[config.mk]
export PLATFORM = sky130hd
export DESIGN_NAME = encoder_4to2_rr
export DESIGN_NICKNAME = d
export VERILOG_FILES = /design/src/rtl/encoder_4to2_rr.sv
export SDC_FILE = /design/constraint.sdc
export NUM_CORES = 1
export LEC_CHECK = 0
export CELL_PAD_IN_SITES_DETAIL_PLACEMENT = 0
export CELL_PAD_IN_SITES_GLOBAL_PLACEMENT = 2
export CORE_MARGIN = 2
export CORE_UTILIZATION = 30
export CTS_BUF_LIST = sky130_fd_sc_hd__clkbuf_8
export DETAILED_ROUTE_END_ITERATION = 6
export PLACE_DENSITY_LB_ADDON = 0.1
export SLEW_MARGIN = 25
export SYNTH_ARGS = -nofsm -noshare
export SYNTH_HDL_FRONTEND = slang
export SYNTH_SLANG_ARGS = --single-unit
[constraint.sdc]
create_clock -name clk -period 2.77 [get_ports clk]
set_clock_uncertainty 0.1 [all_clocks]
set_input_delay 0.277 -clock clk [delete_from_list [all_inputs] [get_ports clk]]
set_output_delay 0.277 -clock clk [all_outputs]
set_load 0.03 [all_outputs]
[src/rtl/encoder_4to2_rr.sv]
// rtl/encoder_4to2_rr.sv - sequential 4-to-2 encoder with sticky pending requests and arbitration
//
// Collects request lines R0..R3 into a sticky pending register. It picks one
// pending line per cycle, either round-robin or by fixed priority, and
// presents its index on S1:S0 with a valid/ready handshake.
//
// Ports:
//   clk        system clock, rising edge
//   rst_n      synchronous active-low reset
//   R0..R3     request lines
//   S0, S1     granted index code (S1 is the MSB)
//   out_valid  code on S1:S0 is valid
//   out_ready  consumer accepts the code this cycle
//   multi      another request besides the presented one is pending
//   drop_cnt   saturating count of edges where a request hit an already-pending line
module encoder_4to2_rr #(
  parameter int RR_EN = 1,
  parameter int CNT_W = 4
) (
  input  logic             clk,
  input  logic             rst_n,
  input  logic             R0,
  input  logic             R1,
  input  logic             R2,
  input  logic             R3,
  output logic             S0,
  output logic             S1,
  output logic             out_valid,
  input  logic             out_ready,
  output logic             multi,
  output logic [CNT_W-1:0] drop_cnt
);

  typedef enum logic {IDLE = 1'b0, HOLD = 1'b1} state_t;

  state_t           state;
  logic [3:0]       pending;
  logic [1:0]       ptr;
  logic [1:0]       code;

  logic [3:0]       req;
  logic [1:0]       search_base;
  logic [1:0]       win;
  logic             any_pending;
  logic             grant;
  logic [3:0]       clr;
  logic [3:0]       pending_next;
  logic             collide;
  logic             valid_next;
  logic [CNT_W-1:0] cnt_max;

  assign req         = {R3, R2, R1, R0};
  assign any_pending = |pending;
  assign cnt_max     = '1;

  // With fixed priority the search always starts at index 0.
  assign search_base = (RR_EN != 0) ? ptr : 2'd0;

  // Walk the offsets from farthest to nearest. The nearest set bit is
  // assigned last, so it wins. The 2-bit sum wraps modulo 4.
  always_comb begin
    win = 2'd0;
    for (int i = 3; i >= 0; i--) begin
      if (pending[search_base + 2'(i)]) begin
        win = search_base + 2'(i);
      end
    end
  end

  // A grant happens in IDLE, or in HOLD once the current code is taken.
  always_comb begin
    grant = 1'b0;
    case (state)
      IDLE:    grant = any_pending;
      HOLD:    grant = any_pending && out_ready;
      default: grant = 1'b0;
    endcase
  end

  assign clr          = grant ? (4'b0001 << win) : 4'b0000;
  // OR-ing req in last lets a same-edge request beat the grant clear.
  assign pending_next = (pending & ~clr) | req;
  assign collide      = |(req & pending & ~clr);
  assign valid_next   = grant || ((state == HOLD) && !out_ready);

  always_ff @(posedge clk) begin
    if (!rst_n) begin
      state     <= IDLE;
      pending   <= 4'b0000;
      ptr       <= 2'd0;
      code      <= 2'd0;
      out_valid <= 1'b0;
      multi     <= 1'b0;
      drop_cnt  <= '0;
    end else begin
      pending <= pending_next;
      multi   <= valid_next && (|pending_next);

      if (collide && (drop_cnt != cnt_max)) begin
        drop_cnt <= drop_cnt + 1'b1;
      end

      if (grant) begin
        code <= win;
        if (RR_EN != 0) begin
          ptr <= win + 2'd1;
        end
      end

      case (state)
        IDLE: begin
          out_valid <= grant;
          state     <= grant ? HOLD : IDLE;
        end
        HOLD: begin
          // Stalled, or re-granted back-to-back: both keep valid high.
          // The code is held when dropping back to IDLE.
          out_valid <= valid_next;
          state     <= valid_next ? HOLD : IDLE;
        end
        default: begin
          out_valid <= 1'b0;
          state     <= IDLE;
        end
      endcase
    end
  end

  assign S0 = code[0];
  assign S1 = code[1];

endmodule

==> flow_metrics.env <==
export IMPL_status="finished clean"
export IMPL_dpl_cell_area_um2=901
export IMPL_p_per_area_nw_per_um2=649
export IMPL_clk_pin_slew_ps=60
export IMPL_finalNetCount=113
export IMPL_required_ps=2810
export IMPL_clkLatencyLatePin_ps=240
export IMPL_cts_root_buffer="clkbuf_8"
export IMPL_yosysWarningCount=0
export IMPL_peakVddDrop_mv=0.397
export IMPL_critPathKind="register to register"
export IMPL_avgSynthCellArea_um2=8.29
export IMPL_syn_to_final_growth_pct=29.5
export IMPL_dp_hpwl_mm=1.35
export IMPL_hp_class="register to register"
export IMPL_synthTopCellsByArea="dfxtp_1, a21oi_1, nand2_1"
export IMPL_netSwitchingPower_w=0.000195
export IMPL_grt_overflow=0
export IMPL_dieHeight_um=53.6
export IMPL_seq_power_share_pct=40.2
export IMPL_io_buffers=14
export IMPL_drive_above_1_share_pct=6.73
export IMPL_firstDrtPassIters=4
export IMPL_fin_crit_ps=2350
export IMPL_initial_core_util_pct=32.4
export IMPL_synth_seq_cells=14
export IMPL_p_clk_share_pct=32.2
export IMPL_cts_resized=0
export IMPL_clkSinkCount=14
export IMPL_vias=678
export IMPL_crit_chain="mux2i_1, nor2_1, a311oi_4, or3_1, o211ai_1, a2111o_1, o211a_1"
export IMPL_syn_inst=89
export IMPL_maxCapViolCount=0
export IMPL_grt_pass1_wl_mm=2.98
export IMPL_rsz0062_at_grt="no"
export IMPL_tns_ps=0
export IMPL_wl_per_cell_um=13.1
export IMPL_slowest_stage="a311oi_4"
export IMPL_cts_tree="done"
export IMPL_cts_buffers=3
export IMPL_rows=17
export IMPL_cts_setup_buffers=0
export IMPL_synth_nets=97
export IMPL_grt_max_degree=11
export IMPL_final_hold_viol_count=0
export IMPL_comb_power_share_pct=27.6
export IMPL_cts_hold_buf=0
export IMPL_setup_violations=0
export IMPL_antenna_found_initial=0
export IMPL_synth_top_area_share_pct=38.0
export IMPL_drc=0
export IMPL_grt_util_all_layers_pct=14.8
export IMPL_netlist_top_cell_by_area="dfxtp_1"
export IMPL_cp_max_fo=9
export IMPL_syn_cell_area_um2=738
export IMPL_via_per_inst=5.14
export IMPL_die_width_um=53.6
export IMPL_grt_pass1_vias=631
export IMPL_die_area_um2=2870
export IMPL_cp_arrival_ps=2390
export IMPL_num_antenna_cells=0
export IMPL_p_int_w=0.000425
export IMPL_startpoint_type="register"
export IMPL_worst_pin_slew_ps=468
export IMPL_worstSetupEndpointType="register"
export IMPL_clockBufferDepth=2
export IMPL_critical_path_max_stage_delay_ps=470
export IMPL_wirelength_mm=1.73
export IMPL_core_area_um2=2280
export IMPL_drt_iter0_drc=8
export IMPL_finalMaxSlewViolations=0
export IMPL_pin_count=15
export IMPL_ys_types=33
export IMPL_drtAntennaViolNets=0
export IMPL_cellLeakagePower_nw=0.384
export IMPL_switching_share_pct=31.4
export IMPL_htree_levels=1
export IMPL_gp_congestion=0.719
export IMPL_synth_seq_area_share_pct=38.0
export IMPL_period_share_pct=84.7
export IMPL_fmax_ghz=0.426
export IMPL_stdcell_area_um2=956
export IMPL_relSlewSlack_pct=68.8
==> power by group through the flow <==
stage          sequential [W]  clock, W  combinational [W]
2_1_floorplan        0.000269         0           0.000101
3_3_place_gp         0.000253         0           0.000172
3_5_place_dp         0.000254         0           0.000173
4_1_cts              0.000249  0.000205           0.000173
5_1_grt              0.000255  0.000216           0.000190
6_report             0.000249  0.000200           0.000171
==> kinds of logic after synthesis <==
group / share of synthesized area, %
DFF: 38.0
muxes: 4.07
and+or+nand+nor: 21.2
AOI/OAI and AO/OA: 28.6
buffers and inverters: 5.25
xor gates and xnor gates: 1.19
adders and majority gates: 1.69
==> worst paths after layout <==
path / from / end / slack (ps) / cells after the start
hold / removal: code[0]$_SDFFE_PN0P_ / code[0]$_SDFFE_PN0P_ / 360 / 2
setup reg to reg: ptr[1]$_SDFFE_PN0P_ / drop_cnt[3]$_SDFFE_PN0P_ / 420 / 7
setup / recovery: ptr[1]$_SDFFE_PN0P_ / drop_cnt[3]$_SDFFE_PN0P_ / 420 / 7
hold reg to reg: code[0]$_SDFFE_PN0P_ / code[0]$_SDFFE_PN0P_ / 360 / 2
==> synthesized netlist by cell type <==
library cell	count
a41oi_1	1
ha_1	1
a311oi_4	1
nand2_1	12
xnor2_1	1
o21a_1	1
nor4_1	1
o21ai_0	2
or4_1	1
o211ai_1	1
o2bb2a_1	1
a21o_1	1
mux2i_1	3
a32oi_2	1
o22ai_1	1
clkbuf_2	2
nor2_1	10
o21ai_1	1
o211a_1	2
nand3_1	3
dfxtp_1	14
buf_2	2
a21boi_0	1
nor2b_1	1
nand2b_1	3
a211oi_1	1
a32oi_1	1
a21oi_1	9
or3_1	2
a2111o_1	1
nand3b_1	1
a31oi_1	1
inv_1	5
==> sequential cells by signal (all words and copies together), names as in the netlist <==
register	flops
drop_cnt	4
pending	4
code	2
ptr	2
multi	1
out_valid	1
==> cell type report <==
class                   instances  area, µm²
clock buffers                   4       55.1
fillers                       223       1320
inverters                       5       18.8
multi-input cells              66        419
flip-flops and latches         14        280
well taps                      28       35.0
repair buffers                 15        148
==> cell usage in the layout, fill, tap and decap left out, types with 2 or more instances in the layout <==
master,n
clkbuf_8,4
or3_1,2
a21oi_1,9
o211a_1,2
clkdlybuf4s50_1,14
inv_1,5
nor2_1,10
nand2_1,12
o21ai_0,2
mux2i_1,3
dfxtp_1,14
nand2b_1,3
nand3_1,3
==> per-layer routing <==
layer  GRT usage [%]  vias up  share of wire, %
met5               0        -                 0
met4            3.85        0              0.46
met3            5.28        2               4.2
met2            21.4       10                45
met1            20.7      311                51
li1                -      355                 -
==> metrics by stage <==
step / util, % / hold WS, ps / cells / total power [W] / setup WS, ps
floorplan: - / 294 / 89 / 0.000369 / 636
global placement: 39.6 / 343 / 128 / 0.000425 / 469
detailed placement: 39.6 / 353 / 128 / 0.000426 / 434
CTS: 42.0 / 364 / 132 / 0.000627 / 422
global route: 42.0 / 387 / 132 / 0.000661 / 263
finish: 42.0 / 361 / 132 / 0.000620 / 424
==> worst max-delay path: cells and delay by family (launching register included) <==
family	cells	cell delay (ps)
AOI/OAI and AO/OA	4	1220
DFF	1	450
and+or+nand+nor	2	260
muxes	1	210
(Power assumes the default switching activity.)
